File: config.mk
export PLATFORM = sky130hd
export DESIGN_NAME = adder_scheduler
export DESIGN_NICKNAME = d
export VERILOG_FILES = /design/src/rtl/adder_scheduler.sv
export SDC_FILE = /design/constraint.sdc
export NUM_CORES = 1
export LEC_CHECK = 0
export CAP_MARGIN = 20
export CORE_MARGIN = 2
export CORE_UTILIZATION = 28
export CTS_BUF_LIST = sky130_fd_sc_hd__clkbuf_8
export CTS_CLUSTER_DIAMETER = 40
export CTS_CLUSTER_SIZE = 40
export DETAILED_ROUTE_END_ITERATION = 6
export GPL_TIMING_DRIVEN = 1
export PLACE_DENSITY_LB_ADDON = 0.15
export SYNTH_ARGS = -nofsm -noshare
export SYNTH_HDL_FRONTEND = slang
export SYNTH_SLANG_ARGS = --single-unit
export TNS_END_PERCENT = 20
File: constraint.sdc
create_clock -name sysclk -period 4 [get_ports sysclk]
set_input_delay 0.8 -clock sysclk [delete_from_list [all_inputs] [get_ports sysclk]]
set_output_delay 0.8 -clock sysclk [all_outputs]
set_load 0.05 [all_outputs]
File: src/rtl/adder_scheduler.sv
// adder_scheduler: round-robin front end for one shared pipelined 8-input adder.
// Tracks the owner id of each issued operation through a tag pipeline of depth
// ADDER_LAT and returns the registered result to that owner ADDER_LAT+2 cycles
// after acceptance. A flush_req level drains the pipeline (RUN/DRAIN/DRAINED).
// Optional build macro: ADDER_SCHED_STATS_EN adds issue_count / stall_count.
module adder_scheduler #(
   parameter int unsigned NUM_REQ   = 4,
   parameter int unsigned ADDER_LAT = 2
) (
   input  logic                   sysclk,
   input  logic                   reset_n,
   input  logic [NUM_REQ-1:0]     req_valid,
   output logic [NUM_REQ-1:0]     req_ready,
   input  logic [NUM_REQ*32-1:0]  req_data,
   input  logic [NUM_REQ*6-1:0]   req_mode,
   output logic                   adder_issue,
   output logic [63:0]            adder_data,
   output logic [5:0]             adder_mm,
   input  logic [7:0]             adder_result,
   output logic [NUM_REQ-1:0]     rsp_valid,
   output logic [7:0]             rsp_result,
   input  logic                   flush_req,
   output logic                   flush_done,
   output logic                   busy
`ifdef ADDER_SCHED_STATS_EN
   ,
   output logic [15:0]            issue_count,
   output logic [15:0]            stall_count
`endif
);

   localparam int unsigned ID_W    = 3;
   localparam int unsigned NIB_N   = 8;
   localparam int unsigned NIB_W   = 4;
   localparam int unsigned REQ_W   = NIB_N * NIB_W;
   localparam int unsigned MM_W    = 6;
   localparam int unsigned LANE_W  = 8;
   localparam int unsigned TAG_TOP = ADDER_LAT - 1;

   typedef enum logic [1:0] {
      ST_RUN     = 2'd0,
      ST_DRAIN   = 2'd1,
      ST_DRAINED = 2'd2
   } state_t;

   state_t                          state_q, state_d;
   logic [ID_W-1:0]                 ptr_q, ptr_d;
   logic                            adder_issue_q, adder_issue_d;
   logic [63:0]                     adder_data_q, adder_data_d;
   logic [MM_W-1:0]                 adder_mm_q, adder_mm_d;
   logic [ID_W-1:0]                 issue_id_q, issue_id_d;
   logic [ADDER_LAT-1:0]            tag_v_q, tag_v_d;
   logic [ADDER_LAT-1:0][ID_W-1:0]  tag_id_q, tag_id_d;
   logic [NUM_REQ-1:0]              rsp_valid_q, rsp_valid_d;
   logic [7:0]                      rsp_result_q, rsp_result_d;
   logic                            flush_done_q, flush_done_d;
   logic                            busy_q, busy_d;

   logic [NUM_REQ-1:0]              grant_c;
   logic                            grant_hit;
   logic [ID_W-1:0]                 grant_idx;
   logic [REQ_W-1:0]                sel_data;
   logic [MM_W-1:0]                 sel_mode;

   // Round-robin pick: first valid at or above the pointer, else first below it.
   always_comb begin
      grant_hit = 1'b0;
      grant_idx = '0;
      grant_c   = '0;
      if (state_q == ST_RUN && !flush_req) begin
         for (int i = 0; i < NUM_REQ; i++) begin
            if (!grant_hit && req_valid[i] && (ID_W'(i) >= ptr_q)) begin
               grant_hit = 1'b1;
               grant_idx = ID_W'(i);
            end
         end
         for (int i = 0; i < NUM_REQ; i++) begin
            if (!grant_hit && req_valid[i] && (ID_W'(i) < ptr_q)) begin
               grant_hit = 1'b1;
               grant_idx = ID_W'(i);
            end
         end
      end
      for (int i = 0; i < NUM_REQ; i++) begin
         grant_c[i] = grant_hit && (grant_idx == ID_W'(i));
      end
   end

   // Operand mux for the granted requester.
   always_comb begin
      sel_data = '0;
      sel_mode = '0;
      for (int i = 0; i < NUM_REQ; i++) begin
         if (grant_c[i]) begin
            sel_data = req_data[i*REQ_W +: REQ_W];
            sel_mode = req_mode[i*MM_W +: MM_W];
         end
      end
   end

   // FSM next state: RUN -> DRAIN on flush, DRAIN -> DRAINED once idle, back on release.
   always_comb begin
      state_d = state_q;
      case (state_q)
         ST_RUN:     if (flush_req) state_d = ST_DRAIN;
         ST_DRAIN:   if (!busy_q) state_d = ST_DRAINED;
         ST_DRAINED: if (!flush_req) state_d = ST_RUN;
         default:    state_d = ST_RUN;
      endcase
   end

   // Issue register, pointer update, tag pipeline and response capture.
   always_comb begin
      ptr_d         = ptr_q;
      adder_issue_d = grant_hit;
      adder_data_d  = adder_data_q;
      adder_mm_d    = adder_mm_q;
      issue_id_d    = issue_id_q;
      rsp_valid_d   = '0;
      rsp_result_d  = rsp_result_q;

      if (grant_hit) begin
         ptr_d      = (grant_idx == ID_W'(NUM_REQ - 1)) ? '0 : grant_idx + ID_W'(1);
         issue_id_d = grant_idx;
         adder_mm_d = sel_mode;
         for (int n = 0; n < NIB_N; n++) begin
            adder_data_d[n*LANE_W +: LANE_W] = {4'b0, sel_data[n*NIB_W +: NIB_W]};
         end
      end

      tag_v_d[0]  = adder_issue_q;
      tag_id_d[0] = issue_id_q;
      for (int k = 1; k < ADDER_LAT; k++) begin
         tag_v_d[k]  = tag_v_q[k-1];
         tag_id_d[k] = tag_id_q[k-1];
      end

      if (tag_v_q[TAG_TOP]) begin
         rsp_result_d = adder_result;
      end
      for (int i = 0; i < NUM_REQ; i++) begin
         rsp_valid_d[i] = tag_v_q[TAG_TOP] && (tag_id_q[TAG_TOP] == ID_W'(i));
      end

      busy_d       = adder_issue_d | (|tag_v_d);
      flush_done_d = (state_d == ST_DRAINED);
   end

   // State and datapath registers; reset drops everything in flight.
   always_ff @(posedge sysclk or negedge reset_n) begin
      if (!reset_n) begin
         state_q       <= ST_RUN;
         ptr_q         <= '0;
         adder_issue_q <= 1'b0;
         adder_data_q  <= '0;
         adder_mm_q    <= '0;
         issue_id_q    <= '0;
         tag_v_q       <= '0;
         tag_id_q      <= '0;
         rsp_valid_q   <= '0;
         rsp_result_q  <= '0;
         flush_done_q  <= 1'b0;
         busy_q        <= 1'b0;
      end else begin
         state_q       <= state_d;
         ptr_q         <= ptr_d;
         adder_issue_q <= adder_issue_d;
         adder_data_q  <= adder_data_d;
         adder_mm_q    <= adder_mm_d;
         issue_id_q    <= issue_id_d;
         tag_v_q       <= tag_v_d;
         tag_id_q      <= tag_id_d;
         rsp_valid_q   <= rsp_valid_d;
         rsp_result_q  <= rsp_result_d;
         flush_done_q  <= flush_done_d;
         busy_q        <= busy_d;
      end
   end

   assign req_ready   = grant_c;
   assign adder_issue = adder_issue_q;
   assign adder_data  = adder_data_q;
   assign adder_mm    = adder_mm_q;
   assign rsp_valid   = rsp_valid_q;
   assign rsp_result  = rsp_result_q;
   assign flush_done  = flush_done_q;
   assign busy        = busy_q;

`ifdef ADDER_SCHED_STATS_EN
   logic [15:0] issue_count_q, issue_count_d;
   logic [15:0] stall_count_q, stall_count_d;

   // Saturating accept / starvation counters.
   always_comb begin
      issue_count_d = issue_count_q;
      stall_count_d = stall_count_q;
      if (grant_hit && issue_count_q != 16'hFFFF) begin
         issue_count_d = issue_count_q + 16'd1;
      end
      if ((|req_valid) && !grant_hit && stall_count_q != 16'hFFFF) begin
         stall_count_d = stall_count_q + 16'd1;
      end
   end

   // Counter registers.
   always_ff @(posedge sysclk or negedge reset_n) begin
      if (!reset_n) begin
         issue_count_q <= '0;
         stall_count_q <= '0;
      end else begin
         issue_count_q <= issue_count_d;
         stall_count_q <= stall_count_d;
      end
   end

   assign issue_count = issue_count_q;
   assign stall_count = stall_count_q;
`endif

endmodule

==> impl_metrics.prom, run 1 <==
# TYPE chip_impl_metric gauge
chip_impl_metric{name="grt_start_max_net_pins",unit=""} 77
chip_impl_info{name="synthFlopType",value="dfrtp_1"} 1
chip_impl_info{name="grt.busiest_layer",value="met2"} 1
chip_impl_metric{name="grtUsageMet1",unit="%"} 20.7
chip_impl_metric{name="route.vias.total",unit=""} 4211
chip_impl_metric{name="drv.max_cap_violation_count",unit=""} 0
chip_impl_metric{name="die_height",unit="µm"} 124
chip_impl_metric{name="synth.ff_latch_count",unit=""} 65
chip_impl_metric{name="place_area",unit="mm²"} 0.00629
chip_impl_metric{name="gpl.final_weighted_congestion",unit=""} 0.813
chip_impl_metric{name="area_growth_syn_to_layout",unit="%"} 60.7
chip_impl_metric{name="final.setup.worst_slack",unit="ns"} 0.453
chip_impl_metric{name="synthDominantCellAreaShare",unit="%"} 40.1
chip_impl_metric{name="routed_via_density",unit=""} 4.98
chip_impl_metric{name="clock_sinks",unit=""} 65
chip_impl_metric{name="setup-violations-final",unit=""} 0
chip_impl_metric{name="tns",unit="ns"} 0
chip_impl_metric{name="die_w",unit="µm"} 124
chip_impl_metric{name="antenna_cells",unit=""} 0
chip_impl_metric{name="drt-pass1-iter-count",unit=""} 4
chip_impl_metric{name="grt_pass1_vias",unit=""} 4312
chip_impl_metric{name="fp.dieArea",unit="mm²"} 0.0155
chip_impl_metric{name="tot_pwr",unit="mW"} 4.59
chip_impl_metric{name="yosys_warnings",unit=""} 0
chip_impl_metric{name="grt_use_total",unit="%"} 17.9
chip_impl_metric{name="clk_pin_slew",unit="ns"} 0.09
chip_impl_metric{name="post_synth_inst_count",unit=""} 462
chip_impl_metric{name="clk_latency",unit="ns"} 0.35
chip_impl_info{name="top_post_synthesis_cells_by_area",value="dfrtp_1, a21oi_1, a221o_1"} 1
chip_impl_metric{name="placement.io_buffers",unit=""} 223
chip_impl_metric{name="fmaxAchievable",unit="GHz"} 0.282
chip_impl_metric{name="grt_antenna_before_repair",unit=""} 0
chip_impl_metric{name="floorplan.initialDensity",unit="%"} 29.0
chip_impl_info{name="critical_path.startpoint_type",value="input pin"} 1
chip_impl_metric{name="top_level_ports",unit=""} 256
chip_impl_metric{name="grt_pass1_wl",unit="µm"} 22500
chip_impl_metric{name="max-vdd-ir-drop",unit="µV"} 241
chip_impl_metric{name="global_route.overflow_total",unit=""} 0
chip_impl_metric{name="number_of_enable_type_register_cells_in_the_synthesized_netlist",unit=""} 0
chip_impl_metric{name="synth_async_sr_flop_share",unit="%"} 100
chip_impl_info{name="final_cell_mix",value="clkdlybuf4s50_1, a21oi_1, dfrtp_1, nand2_1, inv_1"} 1
chip_impl_metric{name="syn_avg_cell_area",unit="µm²"} 8.77
chip_impl_metric{name="cts.path.max_buffers",unit=""} 2
chip_impl_info{name="netlist.top_cell.by_area",value="dfrtp_1"} 1
chip_impl_metric{name="cts.htree.levels",unit=""} 3
chip_impl_metric{name="final_hold_viol_count",unit=""} 0
chip_impl_metric{name="post-cts-setup-buffers",unit=""} 0
chip_impl_info{name="cts_tree",value="built"} 1
chip_impl_metric{name="cts_hold_repair.buffers",unit=""} 0
chip_impl_info{name="rsz0062_at_grt",value="false"} 1
chip_impl_metric{name="fin_crit_sh",unit="%"} 88.7
chip_impl_metric{name="cts.repair.resized",unit=""} 0
chip_impl_metric{name="power-per-cell-area",unit="mW/mm²"} 705
chip_impl_metric{name="fp_rows",unit=""} 43
chip_impl_info{name="timing.hold.worst.class",value="reg -> reg"} 1
chip_impl_info{name="run_status",value="completed"} 1
chip_impl_metric{name="numCtsBuffers",unit=""} 9
chip_impl_info{name="critPathKind",value="in -> out"} 1
chip_impl_metric{name="total_standard_cell_area_after_synthesis",unit="mm²"} 0.00405
chip_impl_metric{name="p_leak",unit="nW"} 2.67
chip_impl_metric{name="antenna_violating_nets_post_route",unit=""} 0
chip_impl_metric{name="hold_ws",unit="ns"} 0.365
chip_impl_info{name="cell_at_the_root_of_the_clock_tree",value="clkbuf_8"} 1
chip_impl_metric{name="timing.final.max_slew_violations",unit=""} 0
chip_impl_metric{name="ys_types",unit=""} 33
chip_impl_metric{name="drt_wl_total",unit="µm"} 14200
chip_impl_metric{name="detail_route.iter0.violations",unit=""} 182
chip_impl_metric{name="worst_slew_margin_relative_to_its_limit",unit="%"} 47.3
chip_impl_metric{name="finClkSkew",unit="ns"} 0.0119
chip_impl_metric{name="drc_errors",unit=""} 0
chip_impl_metric{name="timing.critical_path.required",unit="ns"} 3.20
chip_impl_metric{name="hpwlAfterDp",unit="µm"} 10100
chip_impl_metric{name="synth.yosys.seq_area_share",unit="%"} 40.1
chip_impl_metric{name="met2_usage",unit="%"} 31.9
chip_impl_metric{name="cp.arrival",unit="ns"} 2.75
chip_impl_info{name="critPathCaptureType",value="output port"} 1
chip_impl_metric{name="layout-drive-gt1-share",unit="%"} 7.06
chip_impl_metric{name="worst_pin_slew",unit="ns"} 0.791
chip_impl_metric{name="final_net_count",unit=""} 832
chip_impl_metric{name="post-route-min-period",unit="ns"} 3.55
chip_impl_metric{name="route.detailed.wl_per_inst",unit="µm"} 16.8
chip_impl_metric{name="gr-usage-met3",unit="%"} 4.51
chip_impl_metric{name="final_cell_area",unit="mm²"} 0.00651
chip_impl_metric{name="pre_cts_ws",unit="ns"} 0.460
chip_impl_info{name="most_common_cell_after_layout_fill_and_taps_aside",value="clkdlybuf4s50_1"} 1
chip_impl_metric{name="path_max_fanout",unit=""} 4
chip_impl_metric{name="core_area",unit="mm²"} 0.0140
## worst max-delay path: stages
cell and delay, ns:
clkdlybuf4s50_1 0.50, or3_1 0.46, or3_1 0.43, ha_1 0.22, and3_1 0.15, buf_4 0.18
## cells in the mapped netlist (all sizes together) (2+ instances only)
cell,instances
clkbuf,37
o22ai,2
nor3,3
nand3b,38
inv,41
mux2,9
or3,4
a21oi,78
nor2,3
a31oi,38
dfrtp,65
nand2b,3
and3,5
buf,40
mux2i,2
o32ai,2
a221o,38
ha,4
nand2,41
## final timing paths
| check | startpoint | depth (start not counted) | endpoint | slack (ns) |
|---|---|---|---|---|
| worst max-delay path | flush_req | 6 | req_ready[0] | 0.45 |
| worst min-delay path | issue_id_q[0]$_DFFE_PN0P_ | 0 | tag_id_d[3]$_DFF_PN0_ | 0.37 |
| worst max register to register | state_q[1]$_DFF_PN0_ | 7 | adder_data[1]$_DFFE_PN0P_ | 1.40 |
| worst min register to register | issue_id_q[0]$_DFFE_PN0P_ | 0 | tag_id_d[3]$_DFF_PN0_ | 0.37 |
| max in group asynchronous | reset_n | 2 | adder_data[43]$_DFFE_PN0P_ | 2.54 |
| min in group asynchronous | reset_n | 1 | adder_mm[0]$_DFFE_PN0P_ | 0.50 |
## power breakdown
| group | switching (mW) | internal, mW |
|---|---|---|
| clock network | 0.285 | 0.357 |
| registers | 0.196 | 0.965 |
| logic | 1.72 | 1.07 |
## logic make-up (layout without fill, tap and decap cells)
family,after synthesis,count (layout),share of synthesized area [%]
buffers and inverters,118,291,14.9
other,1,32,0.0925
adders and majority gates,4,4,1.23
and+or+nand+nor,102,102,14.4
muxes,11,11,3.09
AOI/OAI and AO/OA,161,161,26.2
DFF,65,65,40.1
## stage by stage
step                utilization (%)  cells
floorplan                         -    493
global placement               44.9    830
detailed placement             44.9    830
CTS                            46.6    846
global route                   46.6    846
finish                         46.6    846
## registers in the layout, summed over array words and instances (netlist names)
signal	cells
adder_data	32
rsp_result	8
adder_mm	6
rsp_valid	4
issue_id_q	2
ptr_q	2
state_q	2
tag_id_d	2
tag_id_q	2
tag_v_q	2
adder_issue	1
busy	1
flush_done	1
## layer usage
| metal | part of all wire (%) | wire length (µm) | vias to the layer above |
|---|---|---|---|
| li1 | - | - | 2002 |
| met1 | 41 | 5870 | 2004 |
| met4 | 2.2 | 317 | 0 |
| met5 | 0 | 0 | - |
| met3 | 7.1 | 1010 | 20 |
| met2 | 49 | 7030 | 185 |
## final cells by class
| class | count | area [µm²] |
|---|---|---|
| Fill cell | 1367 | 7470 |
| Timing Repair Buffer | 234 | 2320 |
| Multi-Input combinational cell | 310 | 1960 |
| Sequential cell | 65 | 1630 |
| Tap cell | 180 | 225 |
| Inverter | 41 | 154 |
| Clock buffer | 9 | 124 |
| Clock inverter | 7 | 104 |
Power figures use the tool's default switching activity.
==> inputs of run 2 (changes only) <==
Settings changed: MAX_ROUTING_LAYER set to met4, SETUP_SLACK_MARGIN set to 0.05.
==> run 2 against run 1 <==
  * Register-to-register slack barely moved
  * Fmax hardly changed
  * Sequential cell count is the same
  * Largest cell class unchanged
==> impl_metrics.prom, run 2 (same netlist as run 1, synthesis figures left out) <==
# TYPE chip_impl_metric gauge
chip_impl_info{name="run_status",value="completed"} 1
chip_impl_metric{name="grt_use_total",unit="%"} 18.5
chip_impl_metric{name="power-per-cell-area",unit="mW/mm²"} 705
chip_impl_info{name="critical_path.startpoint_type",value="input pin"} 1
chip_impl_metric{name="worst_pin_slew",unit="ns"} 0.786
chip_impl_info{name="final_cell_mix",value="clkdlybuf4s50_1, a21oi_1, dfrtp_1, nand2_1, inv_1"} 1
chip_impl_metric{name="finClkSkew",unit="ns"} 0.0153
chip_impl_metric{name="p_clk_share",unit="%"} 14.0
chip_impl_metric{name="cts.path.max_buffers",unit=""} 2
chip_impl_metric{name="fin_crit_sh",unit="%"} 88.7
chip_impl_metric{name="fp.dieArea",unit="mm²"} 0.0155
chip_impl_metric{name="max-vdd-ir-drop",unit="µV"} 240
chip_impl_metric{name="layout-drive-gt1-share",unit="%"} 7.06
chip_impl_metric{name="cts.repair.resized",unit=""} 0
chip_impl_info{name="crit-reg2reg-launch",value="state_q[1]$_DFF_PN0_"} 1
chip_impl_metric{name="reg2regPathDepth",unit=""} 7
chip_impl_metric{name="setup.reg_to_reg.worst_slack",unit="ns"} 1.39
chip_impl_metric{name="grt_pass1_vias",unit=""} 4323
chip_impl_metric{name="post-route-util",unit="%"} 46.6
chip_impl_metric{name="placement.io_buffers",unit=""} 223
chip_impl_metric{name="post-route-min-period",unit="ns"} 3.55
chip_impl_metric{name="timing.final.max_slew_violations",unit=""} 0
chip_impl_metric{name="grt_pass1_wl",unit="µm"} 22400
chip_impl_metric{name="seqPwrFrac",unit="%"} 25.3
chip_impl_metric{name="drv.max_cap_violation_count",unit=""} 0
chip_impl_info{name="cell_at_the_root_of_the_clock_tree",value="clkbuf_8"} 1
chip_impl_info{name="rsz0062_at_grt",value="false"} 1
chip_impl_metric{name="antenna_violating_nets_post_route",unit=""} 0
chip_impl_metric{name="seqCellArea",unit="mm²"} 0.00163
chip_impl_metric{name="cts.htree.levels",unit=""} 3
chip_impl_info{name="most_common_cell_after_layout_fill_and_taps_aside",value="clkdlybuf4s50_1"} 1
chip_impl_metric{name="grt_start_max_net_pins",unit=""} 77
chip_impl_metric{name="p_leak",unit="nW"} 2.67
chip_impl_info{name="hold_wc_startpoint",value="issue_id_q[0]$_DFFE_PN0P_"} 1
chip_impl_metric{name="detail_route.iter0.violations",unit=""} 172
chip_impl_metric{name="timing.hold.worst_path_depth",unit=""} 0
chip_impl_metric{name="antenna_cells",unit=""} 0
chip_impl_metric{name="route.vias.total",unit=""} 4231
chip_impl_metric{name="drc_errors",unit=""} 0
chip_impl_info{name="r2r-end",value="adder_data[8]$_DFFE_PN0P_"} 1
chip_impl_metric{name="sw_frac_of_total",unit="%"} 48.0
chip_impl_metric{name="worst_slew_margin_relative_to_its_limit",unit="%"} 47.6
chip_impl_metric{name="area_growth_syn_to_layout",unit="%"} 60.7
chip_impl_metric{name="hpwlAfterDp",unit="µm"} 10100
chip_impl_metric{name="tns",unit="ns"} 0
chip_impl_metric{name="drt-pass1-iter-count",unit=""} 4
chip_impl_metric{name="routed_via_density",unit=""} 5.00
chip_impl_info{name="timing.hold.worst.class",value="reg -> reg"} 1
chip_impl_metric{name="clock_sinks",unit=""} 65
chip_impl_metric{name="fp_rows",unit=""} 43
chip_impl_metric{name="path_max_fanout",unit=""} 4
chip_impl_info{name="cts_tree",value="built"} 1
chip_impl_metric{name="die_height",unit="µm"} 124
chip_impl_metric{name="timing.critical_path.required",unit="ns"} 3.20
chip_impl_metric{name="setup-violations-final",unit=""} 0
chip_impl_metric{name="die_w",unit="µm"} 124
chip_impl_metric{name="final_net_count",unit=""} 832
chip_impl_metric{name="grt_antenna_before_repair",unit=""} 0
chip_impl_metric{name="clk_pin_slew",unit="ns"} 0.09
chip_impl_metric{name="drt_wl_total",unit="µm"} 14200
chip_impl_metric{name="p_int",unit="mW"} 2.39
chip_impl_metric{name="route.detailed.wl_per_inst",unit="µm"} 16.8
chip_impl_info{name="critPathKind",value="in -> out"} 1
chip_impl_metric{name="numCtsBuffers",unit=""} 9
chip_impl_metric{name="final_hold_viol_count",unit=""} 0
chip_impl_info{name="critPathCaptureType",value="output port"} 1
chip_impl_metric{name="multiInputGateArea",unit="mm²"} 0.00196
chip_impl_metric{name="total_switching_power",unit="mW"} 2.20
chip_impl_metric{name="cp.arrival",unit="ns"} 2.75
chip_impl_metric{name="post-cts-setup-buffers",unit=""} 0
chip_impl_metric{name="top_level_ports",unit=""} 256
chip_impl_metric{name="cts_hold_repair.buffers",unit=""} 0
chip_impl_metric{name="fillers",unit=""} 1367
chip_impl_metric{name="gpl.final_weighted_congestion",unit=""} 0.825
chip_impl_info{name="worst_hold_path.endpoint",value="tag_id_d[3]$_DFF_PN0_"} 1
chip_impl_metric{name="largest_register_ffs",unit=""} 32
chip_impl_metric{name="clk_latency",unit="ns"} 0.35
chip_impl_metric{name="fmaxAchievable",unit="GHz"} 0.282
chip_impl_metric{name="core_area",unit="mm²"} 0.0140
chip_impl_metric{name="global_route.overflow_total",unit=""} 0
chip_impl_metric{name="comb_power_share",unit="%"} 60.7
chip_impl_metric{name="floorplan.initialDensity",unit="%"} 29.0
## run 2: cell counts in the layout (fill, tap and decap cells not counted)
Identical to the previous run, type by type.
## run 2: layout make-up
| class | count | area share, % |
|---|---|---|
| clock inverters | 7 | 1.59 |
| repair buffers | 234 | 35.7 |
| flip-flops and latches | 65 | 25.0 |
| multi-input cells | 310 | 30.0 |
| inverters | 41 | 2.36 |
| well taps | 180 | 3.46 |
| clock buffers | 9 | 1.90 |
## run 2: critical path, stage by stage
cell	delay (ns)
clkdlybuf4s50_1	0.50
or3_1	0.46
or3_1	0.43
ha_1	0.22
and3_1	0.15
buf_4	0.18
## run 2: worst max path at each step
stage	from	endpoint	cells past startpoint
finish	flush_req	req_ready[0]	6
global route	flush_req	req_ready[2]	6
CTS	flush_req	req_ready[0]	6
detailed placement	flush_req	req_ready[0]	6
global placement	flush_req	req_ready[0]	6
floorplan	flush_req	req_ready[3]	8
## run 2: power groups by stage
stage / combinational, mW / sequential, mW / clock (mW)
global placement: 2.79 / 1.16 / 0
CTS: 2.81 / 1.17 / 0.667
floorplan: 1.02 / 2.02 / 0
detailed placement: 2.81 / 1.17 / 0
global route: 2.96 / 1.21 / 0.698
finish: 2.79 / 1.16 / 0.643
## run 2: metrics by stage
step / cells / power (mW) / hold slack, ns / instance area [µm²] / worst slack [ns]
global route: 846 / 4.87 / 0.374 / 6510 / 0.336
floorplan: 493 / 3.05 / 0.331 / 4170 / 0.260
CTS: 846 / 4.64 / 0.365 / 6510 / 0.445
finish: 846 / 4.59 / 0.362 / 6510 / 0.451
detailed placement: 830 / 3.98 / 0.336 / 6290 / 0.460
global placement: 830 / 3.94 / 0.332 / 6290 / 0.474
## run 2: per-layer routing
layer / vias to the layer above / wire length [µm] / GRT usage, % / share of wire [%]
met1: 2019 / 5920 / 21.1 / 42
li1: 2005 / - / - / -
met5: - / 0 / - / 0
met3: 20 / 918 / 3.82 / 6.5
met4: 0 / 314 / 6.94 / 2.2
met2: 187 / 7050 / 31.8 / 50
==> inputs of run 3 (changes only) <==
Clock period 4 ns to 4.25 ns, I/O delays scaled along.
==> run 3 against run 2 <==
  * Critical path type unchanged
  * Utilization fell by 0.081 points
  * Largest power group unchanged
  * Critical path depth fell by 2
  * Sequential share of layout area barely moved
  * Design area fell by 0.17%
  * Via count rose by 0.54%
  * Clock skew fell by 0.0058 ns
==> impl_metrics.prom, run 3 (same netlist as run 1, synthesis figures left out) <==
# TYPE chip_impl_metric gauge
chip_impl_metric{name="antenna_violating_nets_post_route",unit=""} 0
chip_impl_metric{name="worst_slew_margin_relative_to_its_limit",unit="%"} 39.8
chip_impl_metric{name="drt_wl_total",unit="µm"} 14100
chip_impl_metric{name="route.vias.total",unit=""} 4254
chip_impl_metric{name="hpwlAfterDp",unit="µm"} 9820
chip_impl_metric{name="routed_via_density",unit=""} 5.05
chip_impl_info{name="cell_at_the_root_of_the_clock_tree",value="clkbuf_8"} 1
chip_impl_metric{name="cts.repair.resized",unit=""} 0
chip_impl_metric{name="core_area",unit="mm²"} 0.0140
chip_impl_info{name="critPathKind",value="in -> out"} 1
chip_impl_metric{name="timing.critical_path.required",unit="ns"} 3.40
chip_impl_metric{name="fillers",unit=""} 1366
chip_impl_metric{name="p_int",unit="mW"} 2.25
chip_impl_metric{name="grt_antenna_before_repair",unit=""} 0
chip_impl_metric{name="timing.final.max_slew_violations",unit=""} 0
chip_impl_metric{name="comb_power_share",unit="%"} 60.8
chip_impl_metric{name="grt_pass1_vias",unit=""} 4294
chip_impl_info{name="most_common_cell_after_layout_fill_and_taps_aside",value="clkdlybuf4s50_1"} 1
chip_impl_metric{name="post-route-util",unit="%"} 46.5
chip_impl_metric{name="global_route.overflow_total",unit=""} 0
chip_impl_metric{name="tot_pwr",unit="mW"} 4.32
chip_impl_metric{name="drt-pass1-iter-count",unit=""} 6
chip_impl_metric{name="drc_errors",unit=""} 0
chip_impl_metric{name="sw_frac_of_total",unit="%"} 47.9
chip_impl_info{name="timing.hold.worst.class",value="reg -> reg"} 1
chip_impl_metric{name="clk_pin_slew",unit="ns"} 0.08
chip_impl_metric{name="worst_pin_slew",unit="ns"} 0.903
chip_impl_metric{name="path_max_fanout",unit=""} 21
chip_impl_metric{name="clk_latency",unit="ns"} 0.35
chip_impl_metric{name="grt_pass1_wl",unit="µm"} 22300
chip_impl_metric{name="placement.io_buffers",unit=""} 223
chip_impl_metric{name="tns",unit="ns"} 0
chip_impl_info{name="cts_tree",value="built"} 1
chip_impl_metric{name="layout-drive-gt1-share",unit="%"} 6.64
chip_impl_metric{name="fin_crit_sh",unit="%"} 85.9
chip_impl_metric{name="final_net_count",unit=""} 829
chip_impl_metric{name="p_leak",unit="nW"} 2.65
chip_impl_metric{name="p_clk_share",unit="%"} 14.0
chip_impl_metric{name="detail_route.iter0.violations",unit=""} 180
chip_impl_metric{name="final_cell_area",unit="mm²"} 0.00650
chip_impl_info{name="critical_path.startpoint_type",value="input pin"} 1
chip_impl_metric{name="top_level_ports",unit=""} 256
chip_impl_metric{name="setup-violations-final",unit=""} 0
chip_impl_metric{name="place_inst",unit=""} 827
chip_impl_metric{name="antenna_cells",unit=""} 0
chip_impl_metric{name="final_hold_viol_count",unit=""} 0
chip_impl_metric{name="seqPwrFrac",unit="%"} 25.2
chip_impl_metric{name="largest_register_ffs",unit=""} 32
chip_impl_metric{name="finClkSkew",unit="ns"} 0.00954
chip_impl_metric{name="gpl.final_weighted_congestion",unit=""} 0.811
chip_impl_metric{name="cts.htree.levels",unit=""} 3
chip_impl_metric{name="total_switching_power",unit="mW"} 2.07
chip_impl_metric{name="cts_hold_repair.buffers",unit=""} 0
chip_impl_metric{name="die_height",unit="µm"} 124
chip_impl_metric{name="fp_rows",unit=""} 43
chip_impl_info{name="critPathCaptureType",value="output port"} 1
chip_impl_metric{name="grt_start_max_net_pins",unit=""} 77
chip_impl_metric{name="drv.max_cap_violation_count",unit=""} 0
chip_impl_metric{name="fp.dieArea",unit="mm²"} 0.0155
chip_impl_metric{name="cp.arrival",unit="ns"} 2.80
chip_impl_metric{name="clock_sinks",unit=""} 65
chip_impl_metric{name="route.detailed.wl_per_inst",unit="µm"} 16.7
chip_impl_metric{name="place_area",unit="mm²"} 0.00628
chip_impl_metric{name="cts.path.max_buffers",unit=""} 2
chip_impl_metric{name="area_growth_syn_to_layout",unit="%"} 60.5
chip_impl_metric{name="post-cts-setup-buffers",unit=""} 0
chip_impl_metric{name="power-per-cell-area",unit="mW/mm²"} 665
chip_impl_info{name="rsz0062_at_grt",value="false"} 1
chip_impl_info{name="run_status",value="completed"} 1
chip_impl_metric{name="floorplan.initialDensity",unit="%"} 29.0
chip_impl_metric{name="post-route-min-period",unit="ns"} 3.65
chip_impl_metric{name="max-vdd-ir-drop",unit="µV"} 209
chip_impl_metric{name="grt_use_total",unit="%"} 18.6
chip_impl_info{name="final_cell_mix",value="clkdlybuf4s50_1, a21oi_1, dfrtp_1, nand2_1, inv_1"} 1
chip_impl_metric{name="die_w",unit="µm"} 124
chip_impl_metric{name="final-instance-count-excl-fill",unit=""} 843
chip_impl_metric{name="numCtsBuffers",unit=""} 9
chip_impl_metric{name="fmaxAchievable",unit="GHz"} 0.274
run 3: cell count changes in the layout (fill, tap and decap cells not counted), sizes merged:
cell / change
buf: -3
clkinv: -2
clkinvlp: +1
inv: +1
run 3: final timing paths:
kind,startpoint,to,slack (ns),depth (start not counted)
max,req_valid[0],req_ready[3],0.60,4
min,tag_id_d[4]$_DFF_PN0_,tag_id_q[4]$_DFF_PN0_,0.35,0
max reg2reg,state_q[1]$_DFF_PN0_,adder_data[42]$_DFFE_PN0P_,1.61,6
min reg2reg,tag_id_d[4]$_DFF_PN0_,tag_id_q[4]$_DFF_PN0_,0.35,0
max in group asynchronous,reset_n,rsp_valid[0]$_DFF_PN0_,2.72,2
min in group asynchronous,reset_n,adder_mm[3]$_DFFE_PN0P_,0.61,1
run 3: through the flow:
stage | hold WS [ns] | setup slack, ns
final | 0.353 | 0.598
after detailed placement | 0.337 | 0.602
after global routing | 0.372 | 0.522
after global placement | 0.334 | 0.613
after floorplan | 0.331 | 0.410
after CTS | 0.355 | 0.595
run 3: cell type report:
cell class              instances  area (µm²)  share of cell area [%]
clock buffers                   9         124                    1.90
clock inverters                 7         103                    1.58
inverters                      41         154                    2.37
multi-input cells             310        1960                    30.1
flip-flops and latches         65        1630                    25.0
well taps                     180         225                    3.46
repair buffers                231        2310                    35.6
run 3: worst max-delay path: stages:
cell             delay, ns
clkdlybuf4s50_1       0.45
or4_2                 0.99
and3_1                0.35
buf_12                0.16
run 3: routing by layer:
| metal | up-vias | share of wire [%] | GRT usage, % |
|---|---|---|---|
| li1 | 1997 | - | - |
| met1 | 2020 | 40 | 20.5 |
| met2 | 211 | 50 | 32.5 |
| met3 | 26 | 7.6 | 3.87 |
| met4 | 0 | 3.0 | 7.93 |
| met5 | - | 0 | - |
run 3: power groups by stage:
stage	clock, mW	combinational (mW)	sequential [mW]
2_1_floorplan	0	0.964	1.90
3_3_place_gp	0	2.63	1.09
3_5_place_dp	0	2.65	1.10
4_1_cts	0.624	2.65	1.09
5_1_grt	0.654	2.80	1.13
6_report	0.606	2.63	1.09
